## config.mk

```make
export PLATFORM = sky130hd
export DESIGN_NAME = led_mode_seq_flat
export DESIGN_NICKNAME = d
export VERILOG_FILES = /design/src/rtl/led_mode_seq_pkg.sv /design/src/rtl/led_mode_seq_if.sv /design/src/rtl/led_btn_debounce.sv /design/src/rtl/led_mode_seq.sv /design/src/flat_wrapper.sv
export SDC_FILE = /design/constraint.sdc
export NUM_CORES = 1
export LEC_CHECK = 0
export CORE_MARGIN = 2
export CORE_UTILIZATION = 39
export CTS_CLUSTER_DIAMETER = 30
export DETAILED_ROUTE_END_ITERATION = 10
export PLACE_DENSITY = 0.56
export SYNTH_ARGS = -nofsm -noshare
export SYNTH_HDL_FRONTEND = slang
export SYNTH_HIERARCHICAL = 1
export SYNTH_SLANG_ARGS = --single-unit
```

## constraint.sdc

```tcl
create_clock -name clk -period 3.26 [get_ports clk]
set_input_delay 0.652 -clock clk [delete_from_list [all_inputs] [get_ports clk]]
set_output_delay 0.652 -clock clk [all_outputs]
set_load 0.05 [all_outputs]
```

## src/rtl/led_mode_seq_pkg.sv

```systemverilog
// Shared constants, state type and wrap-around helpers for the LED mode sequencer.
package led_mode_seq_pkg;

    // Width of the LED pattern code driven to the pattern stage.
    localparam int STATE_W = 4;

    // Highest legal pattern code; codes 0..STATE_MAX are legal.
    localparam int STATE_MAX = 13;

    typedef logic [STATE_W-1:0] state_t;

    // Named pattern codes used by the LED pattern stage.
    localparam state_t ST_ALL     = state_t'(0);
    localparam state_t ST_FULL_ON = state_t'(7);
    localparam state_t ST_PAIR    = state_t'(13);

    // Step forward, wrapping from last_code back to ST_ALL.
    function automatic state_t step_up(input state_t cur, input state_t last_code);
        return (cur >= last_code) ? ST_ALL : cur + state_t'(1);
    endfunction

    // Step backward, wrapping from ST_ALL up to last_code.
    function automatic state_t step_down(input state_t cur, input state_t last_code);
        return (cur == ST_ALL) ? last_code : cur - state_t'(1);
    endfunction

endpackage

```

## src/rtl/led_mode_seq_if.sv

```systemverilog
// Button inputs and pattern outputs of the LED mode sequencer, bundled for connection.
interface led_mode_seq_if;
    import led_mode_seq_pkg::*;

    logic   btn_next;
    logic   btn_prev;
    logic   btn_auto;
    state_t state;
    logic   state_chg;
    logic   auto_on;

    // Side that presses the buttons and watches the pattern code.
    modport master (
        output btn_next, btn_prev, btn_auto,
        input  state, state_chg, auto_on
    );

    // Sequencer side.
    modport slave (
        input  btn_next, btn_prev, btn_auto,
        output state, state_chg, auto_on
    );

endinterface

```

## src/rtl/led_btn_debounce.sv

```systemverilog
// One push button: 2-flop synchronizer, stable-level debouncer and a one-cycle
// press pulse on the accepted 0->1 edge. Releases produce no pulse.
module led_btn_debounce #(
    parameter int DEBOUNCE_CYCLES = 1000000
) (
    input  logic clk,
    input  logic rst,
    input  logic btn,
    output logic press
);

    localparam int CNT_W = (DEBOUNCE_CYCLES > 1) ? $clog2(DEBOUNCE_CYCLES) : 1;
    localparam logic [CNT_W-1:0] CNT_LAST = CNT_W'(DEBOUNCE_CYCLES - 1);

    logic             sync_0;
    logic             sync_1;
    logic             level;
    logic [CNT_W-1:0] cnt;
    logic             press_q;

    // Bring the raw asynchronous button into the clock domain.
    // NOTE: sequential state uses non-blocking assignments so every flop samples pre-edge values.
    always_ff @(posedge clk) begin
        if (rst) begin
            sync_0 <= 1'b0;
            sync_1 <= 1'b0;
        end else begin
            sync_0 <= btn;
            sync_1 <= sync_0;
        end
    end

    // Accept a new level only after it has differed for DEBOUNCE_CYCLES consecutive
    // cycles; any return to the accepted level restarts the count.
    always_ff @(posedge clk) begin
        if (rst) begin
            level   <= 1'b0;
            cnt     <= '0;
            press_q <= 1'b0;
        end else begin
            press_q <= 1'b0;
            if (sync_1 == level) begin
                cnt <= '0;
            end else if (cnt == CNT_LAST) begin
                level   <= sync_1;
                cnt     <= '0;
                press_q <= sync_1;
            end else begin
                cnt <= cnt + CNT_W'(1);
            end
        end
    end

    assign press = press_q;

endmodule

```

## src/rtl/led_mode_seq.sv

```systemverilog
// LED mode sequencer: three debounced buttons step a pattern code forward/back
// with wrap-around, and an optional auto mode advances it on a fixed period.
module led_mode_seq #(
    parameter int DEBOUNCE_CYCLES = 1000000,
    parameter int AUTO_CYCLES     = 100000000,
    parameter int STATE_MAX       = 13
) (
    input logic           clk,
    input logic           rst,
    led_mode_seq_if.slave bus
);
    import led_mode_seq_pkg::*;

    localparam int AUTO_W = (AUTO_CYCLES > 1) ? $clog2(AUTO_CYCLES) : 1;
    localparam logic [AUTO_W-1:0] AUTO_LAST = AUTO_W'(AUTO_CYCLES - 1);
    localparam state_t STATE_LAST = state_t'(STATE_MAX);

    logic press_next;
    logic press_prev;
    logic press_auto;

    state_t            state_q;
    state_t            state_d;
    logic              chg_q;
    logic              chg_d;
    logic              auto_q;
    logic              auto_d;
    logic [AUTO_W-1:0] timer_q;
    logic [AUTO_W-1:0] timer_d;

    logic manual;
    logic tc;

    led_btn_debounce #(.DEBOUNCE_CYCLES(DEBOUNCE_CYCLES)) u_deb_next (
        .clk   (clk),
        .rst   (rst),
        .btn   (bus.btn_next),
        .press (press_next)
    );

    led_btn_debounce #(.DEBOUNCE_CYCLES(DEBOUNCE_CYCLES)) u_deb_prev (
        .clk   (clk),
        .rst   (rst),
        .btn   (bus.btn_prev),
        .press (press_prev)
    );

    led_btn_debounce #(.DEBOUNCE_CYCLES(DEBOUNCE_CYCLES)) u_deb_auto (
        .clk   (clk),
        .rst   (rst),
        .btn   (bus.btn_auto),
        .press (press_auto)
    );

    assign manual = press_next | press_prev;
    assign tc     = auto_q && (timer_q == AUTO_LAST);

    // Decide the next pattern code, change pulse, auto flag and auto timer.
    // NOTE: every variable gets a default at the top so no path leaves it unassigned (no latch).
    always_comb begin
        state_d = state_q;
        chg_d   = 1'b0;
        auto_d  = auto_q;
        timer_d = (auto_q && !tc) ? timer_q + AUTO_W'(1) : '0;

        // Any manual press restarts the auto period.
        if (manual) begin
            timer_d = '0;
        end

        if (press_auto) begin
            auto_d  = ~auto_q;
            timer_d = '0;
        end

        if (state_q > STATE_LAST) begin
            // Recover from an illegal code immediately.
            state_d = ST_ALL;
            chg_d   = 1'b1;
        end else if (press_next && !press_prev) begin
            state_d = step_up(state_q, STATE_LAST);
            chg_d   = 1'b1;
        end else if (press_prev && !press_next) begin
            state_d = step_down(state_q, STATE_LAST);
            chg_d   = 1'b1;
        end else if (tc && !manual) begin
            // A manual press in the same cycle (even a cancelling pair) discards the auto step.
            state_d = step_up(state_q, STATE_LAST);
            chg_d   = 1'b1;
        end
    end

    // Register the pattern code and control flags; reset beats every other event.
    always_ff @(posedge clk) begin
        if (rst) begin
            state_q <= ST_ALL;
            chg_q   <= 1'b0;
            auto_q  <= 1'b0;
            timer_q <= '0;
        end else begin
            state_q <= state_d;
            chg_q   <= chg_d;
            auto_q  <= auto_d;
            timer_q <= timer_d;
        end
    end

    assign bus.state     = state_q;
    assign bus.state_chg = chg_q;
    assign bus.auto_on   = auto_q;

endmodule
```

## src/flat_wrapper.sv

```systemverilog
// flat-port wrapper written by rule: the top's interface ports become plain ports
module led_mode_seq_flat import led_mode_seq_pkg::*;
#(
    parameter int DEBOUNCE_CYCLES = 1000000,
    parameter int AUTO_CYCLES     = 100000000,
    parameter int STATE_MAX       = 13
)
  (clk, rst, bus_btn_next, bus_btn_prev, bus_btn_auto, bus_state, bus_state_chg, bus_auto_on);
  led_mode_seq_if bus_i ();
  input logic clk;
  input logic rst;
  input wire logic [$bits(bus_i.btn_next)-1:0] bus_btn_next;
  input wire logic [$bits(bus_i.btn_prev)-1:0] bus_btn_prev;
  input wire logic [$bits(bus_i.btn_auto)-1:0] bus_btn_auto;
  output wire logic [$bits(bus_i.state)-1:0] bus_state;
  output wire logic [$bits(bus_i.state_chg)-1:0] bus_state_chg;
  output wire logic [$bits(bus_i.auto_on)-1:0] bus_auto_on;
  assign bus_i.btn_next = bus_btn_next;
  assign bus_i.btn_prev = bus_btn_prev;
  assign bus_i.btn_auto = bus_btn_auto;
  assign bus_state = bus_i.state;
  assign bus_state_chg = bus_i.state_chg;
  assign bus_auto_on = bus_i.auto_on;
  led_mode_seq #(.DEBOUNCE_CYCLES(DEBOUNCE_CYCLES), .AUTO_CYCLES(AUTO_CYCLES), .STATE_MAX(STATE_MAX)) u_core (.clk(clk), .rst(rst), .bus(bus_i));
endmodule
```

==> results of run 1 <==
[cells in the final DEF, fill, tap and decap left out, drive strengths merged, types with 16 or more instances in the layout]
master	Yosys	routed
a21oi	31	31
nand3	47	47
nor2	91	91
inv	19	19
nand4	18	18
nor4	16	16
xor2	18	18
xnor2	44	44
nand2	33	33
o21ai	22	22
or3	18	18
dfxtp	105	105
[cell families after synthesis]
family | after synthesis | synth area share
fa+ha+maj | 10 | 0.0256
xor+xnor | 62 | 0.111
simple gates | 290 | 0.311
flops | 105 | 0.430
compound gates | 72 | 0.0960
buf+inv | 29 | 0.0261
[cell type report]
cell class                      count  area (um^2)  area share
Multi-Input combinational cell    434         2660       0.489
Sequential cell                   105         2100       0.386
Clock buffer                       10          229      0.0421
Tap cell                          168          210      0.0386
Timing Repair Buffer               11          108      0.0198
Inverter                           19         71.3      0.0131
Clock inverter                      6         58.8      0.0108
[metal layers]
layer / wire length (um) / global-route usage
met1: 4810 / 0.197
met2: 4430 / 0.252
met3: 335 / 0.0539
met4: 87 / 0.0389
met5: 0 / 0
[worst paths after layout]
path | cells after the start | slack, ps | start | end
worst min register to register | 1 | 440 | u_core/u_deb_next/sync_0 | u_core/u_deb_next/sync_1
worst min-delay path | 1 | 440 | u_core/u_deb_next/sync_0 | u_core/u_deb_next/sync_1
worst max register to register | 6 | 950 | u_core/timer_q[0] | u_core/timer_q[13]
worst max-delay path | 1 | 860 | u_core/bus.state[3] | bus_state[3]
[sequential cells by signal (all words and copies together), names as in the netlist, 4 cells and up]
name	flops
u_core/timer_q	27
u_core/bus.state	4
u_core/u_deb_prev/cnt	20
u_core/u_deb_auto/cnt	20
u_core/u_deb_next/cnt	20
[through the flow]
step	utilization	instances
2_1_floorplan	-	568
3_3_place_gp	0.425	737
6_report	0.449	753
5_1_grt	0.449	753
3_5_place_dp	0.425	737
4_1_cts	0.449	753
[power by group through the flow]
stage / sequential, mW / combinational, mW / clock [mW]
after global placement: 1.32 / 0.0236 / 0
after global routing: 1.29 / 0.0257 / 1.17
after floorplan: 1.32 / 0.0126 / 0
final: 1.29 / 0.0236 / 1.07
after CTS: 1.29 / 0.0243 / 1.11
after detailed placement: 1.32 / 0.0241 / 0
==> flow_summary.json, run 1 <==
{
  "status": "finished, final reports clean",
  "drive_gt1_frac": 0.0564,
  "place_hpwl_um": 6540,
  "drc": 0,
  "wl_per_cell_um": 12.8,
  "clkPwrFrac": 0.449,
  "tns_ps": 0,
  "synth_cell_types": 40,
  "grt.total_usage": 0.155,
  "min_period_ps": 2400,
  "grt_pass1_wl_um": 16700,
  "p_per_area_mw_per_mm2": 438,
  "synth_seq_cells": 105,
  "slew_headroom": 0.399,
  "async_reset_ff_frac": 0,
  "area_delta_synth_final_pct": 11.2,
  "yosysSeqAreaShare": 0.430,
  "rsz0062_at_grt": "no",
  "path_class": "reg2out",
  "dr.pass1.iters": 6,
  "grt_antenna_before_repair": 0,
  "core-area_mm2": 0.0121,
  "syn_nets": 583,
  "max_stage_delay_ps": 870,
  "total_power_mw": 2.38,
  "io_buffers": 10,
  "timing.final.ws_setup_ps": 865,
  "synth.largest_area_cell": "dfxtp_1",
  "yosysMostFrequentCell": "dfxtp_1",
  "num_rows": 40,
  "irDropWorstVdd_uv": 282,
  "die_h_um": 116,
  "overflow": 0,
  "drtAntennaViolNets": 0,
  "synth_common_cells": "dfxtp_1 (105), nor2_1 (91), nand3_1 (47), xnor2_1 (44), nand2_1 (33)",
  "final-hold-violation-count": 0,
  "finalClockSkew_ps": 6.39,
  "sequentialPowerShare": 0.541,
  "p_sw_uw": 496,
  "cts_root_buffer": "clkbuf_16",
  "fp.dieW_um": 116,
  "antennaDiodeCount": 0,
  "cts_buffers": 9,
  "power.leakage_nw": 1.59,
  "tritoncts": "yes",
  "power_frac_comb": 0.010,
  "clk_pin_slew_ps": 70,
  "cp_max_fo": 11,
  "grt_pass1_vias": 3726,
  "clock_sinks": 105,
  "avgSynthCellArea_um2": 8.61,
  "routed_wl_um": 9660,
  "pre_cts_ws_ps": 852,
  "critPathRequiredTime_ps": 2610,
  "whs_ps": 438,
  "synthTopCellsByArea": "dfxtp_1 (43%), xnor2_1 (7.9%), nor2_1 (7.0%)",
  "endpoint_kind": "output pin",
  "netSwitchingFraction": 0.208,
  "crit_chain": "clkdlybuf4s50_1",
  "synth.top_cell.area_share": 0.430,
  "synth_edf_count": 0,
  "cts_buffer_depth": 2,
  "syn-cell-area_mm2": 0.00489,
  "grt_max_degree": 28,
  "vias_per_cell": 5.24,
  "drtIter0Drc": 145,
  "io_pins": 11,
  "cp_num_buf_inv": 1,
  "final_area_mm2": 0.00544,
  "htree_levels": 3,
  "netlist_instances": 568,
  "place_area_mm2": 0.00515,
  "yosys_warnings": 6,
  "worstSkewPairLatency_ps": 350,
  "cts_repair_resize_count": 0,
  "worstMarginPinSlew_ps": 902,
  "vias": 3947,
  "worst-endpoint-arrival_ps": 1740,
  "cap_viol_max_count": 0,
  "start_kind": "flop",
  "p_int_mw": 1.89,
  "holdBufCountCts": 0,
  "dieArea_mm2": 0.0134,
  "crit_path_top_delay_cell": "clkdlybuf4s50_1",
  "finalCritPeriodShare": 0.735,
  "initial_core_util": 0.404,
  "postCtsSetupRepairBufs": 0,
  "timing.fmax_ghz": 0.418,
  "min_path_type": "reg2reg",
  "finalSetupViolCount": 0,
  "crit_family": "buffers and inverters",
  "synth_ff_type": "dfxtp_1",
  "fillCellCount": 1227,
  "fin_nets": 595,
  "gp_congestion": 0.764,
  "maxSlewViolCount": 0
}
Power figures use the tool's default switching activity.
==> run 2: changes to the inputs <==
--- a/config.mk
+++ b/config.mk
@@ -9,7 +9,7 @@
 export CORE_UTILIZATION = 39
 export CTS_CLUSTER_DIAMETER = 30
 export DETAILED_ROUTE_END_ITERATION = 10
-export PLACE_DENSITY = 0.56
+export PLACE_DENSITY = 0.58
 export SYNTH_ARGS = -nofsm -noshare
 export SYNTH_HDL_FRONTEND = slang
 export SYNTH_HIERARCHICAL = 1
==> constraint.sdc (replaced) <==
create_clock -name clk -period 2.1 [get_ports clk]
set_input_delay 0.42 -clock clk [delete_from_list [all_inputs] [get_ports clk]]
set_output_delay 0.42 -clock clk [all_outputs]
set_load 0.05 [all_outputs]
==> flow_summary.json, run 2 (synthesis gave the netlist of run 1 again) <==
{
  "status": "finished, final reports clean",
  "drtAntennaViolNets": 0,
  "p_per_area_mw_per_mm2": 669,
  "io_pins": 11,
  "crit_path_top_delay_cell": "clkdlybuf4s50_1",
  "routed_wl_um": 9520,
  "cts_buffers": 9,
  "timing.fmax_ghz": 0.497,
  "vias": 3940,
  "wl_per_cell_um": 12.5,
  "dr.pass1.iters": 4,
  "largest_reg_flops": 27,
  "cts_root_buffer": "clkbuf_16",
  "cp_max_fo": 5,
  "worstMarginPinSlew_ps": 498,
  "total_power_mw": 3.73,
  "clk_pin_slew_ps": 70,
  "placed_cells": 748,
  "fillCellCount": 1203,
  "grt_antenna_before_repair": 0,
  "drc": 0,
  "grt_max_degree": 28,
  "endpoint_kind": "output pin",
  "min_period_ps": 2010,
  "start_kind": "flop",
  "grt_pass1_vias": 3657,
  "layout_commonest_cell": "dfxtp_1",
  "final-hold-violation-count": 0,
  "grt_pass1_wl_um": 16600,
  "overflow": 0,
  "drtIter0Drc": 193,
  "min_path_type": "reg2reg",
  "fp.dieW_um": 116,
  "cp_num_buf_inv": 1,
  "vias_per_cell": 5.16,
  "gp_congestion": 0.844,
  "irDropWorstVdd_uv": 530,
  "top_register": "u_core/timer_q",
  "antennaDiodeCount": 0,
  "finalSetupViolCount": 0,
  "cap_viol_max_count": 0,
  "clock_sinks": 105,
  "place_hpwl_um": 6660,
  "core-area_mm2": 0.0121,
  "io_buffers": 10,
  "slew_headroom": 0.667,
  "path_class": "reg2out",
  "instances_no_fill": 764,
  "drive_gt1_frac": 0.0755,
  "initial_core_util": 0.404,
  "critPathRequiredTime_ps": 1680,
  "pre_cts_ws_ps": 115,
  "worstSkewPairLatency_ps": 350,
  "die_h_um": 116,
  "area_delta_synth_final_pct": 14.1,
  "tns_ps": 0,
  "power.leakage_nw": 1.69,
  "dieArea_mm2": 0.0134,
  "grt.total_usage": 0.154,
  "num_rows": 40,
  "worst-endpoint-arrival_ps": 1590,
  "maxSlewViolCount": 0,
  "cts_buffer_depth": 2,
  "max_stage_delay_ps": 830,
  "crit_chain": "clkdlybuf4s50_1",
  "rsz0062_at_grt": "no",
  "tritoncts": "yes",
  "crit_family": "buffers and inverters",
  "fin_nets": 606,
  "layout_common_cells": "dfxtp_1 (105), nor2_1 (91), nand3_1 (47), xnor2_1 (44), nand2_1 (33)",
  "finalClockSkew_ps": 6.08,
  "timing.final.ws_setup_ps": 86.9,
  "finalCritPeriodShare": 0.959,
  "htree_levels": 3
}
[run 2: where the power goes]
part / total, mW / leakage (nW) / switching (mW) / internal, mW
sequential: 2.00 / 0.847 / 0.00491 / 2.00
combinational: 0.0449 / 0.698 / 0.0215 / 0.0234
clock: 1.68 / 0.142 / 0.731 / 0.953
[run 2: path summary, 6_finish.rpt]
kind / start / end / slack, ps / cells after the start
worst min register to register: u_core/u_deb_auto/sync_0 / u_core/u_deb_auto/sync_1 / 430 / 1
worst max-delay path: u_core/bus.state[1] / bus_state[1] / 90 / 1
worst max register to register: u_core/u_deb_next/cnt[8] / u_core/u_deb_next/cnt[18] / 180 / 4
worst min-delay path: u_core/u_deb_auto/sync_0 / u_core/u_deb_auto/sync_1 / 430 / 1
[run 2: stage by stage]
step                area [um^2]  hold slack (ps)   util
floorplan                  4890              414      -
global placement           5280              418  0.436
detailed placement         5280              420  0.436
CTS                        5580              432  0.461
global route               5580              456  0.461
finish                     5580              429  0.461
[run 2: final cells by class]
type                       count  area, um^2  area share
multi-input combinational    434        2660       0.477
sequential                   105        2100       0.377
clock buffer                  11         243      0.0435
timing repair buffer          22         239      0.0428
tap                          168         210      0.0377
inverter                      19        71.3      0.0128
clock inverter                 5        55.1     0.00987
[run 2: what timing repair did]
| action | in CTS | in global routing |
|---|---|---|
| pin swaps | 0 | 1 |
| gates resized for setup | 1 | 1 |
| hold buffers | 0 | 0 |
| endpoints found under the setup margin | 1 | 3 |
| setup buffers | 0 | 0 |
[run 2: per-layer routing]
layer	share of wire	wire, um	up-vias	GRT usage
met3	0.035	336	15	0.0455
li1	-	-	2062	-
met5	0	0	-	0
met1	0.49	4680	1813	0.203
met2	0.45	4320	50	0.239
met4	0.019	178	0	0.0595
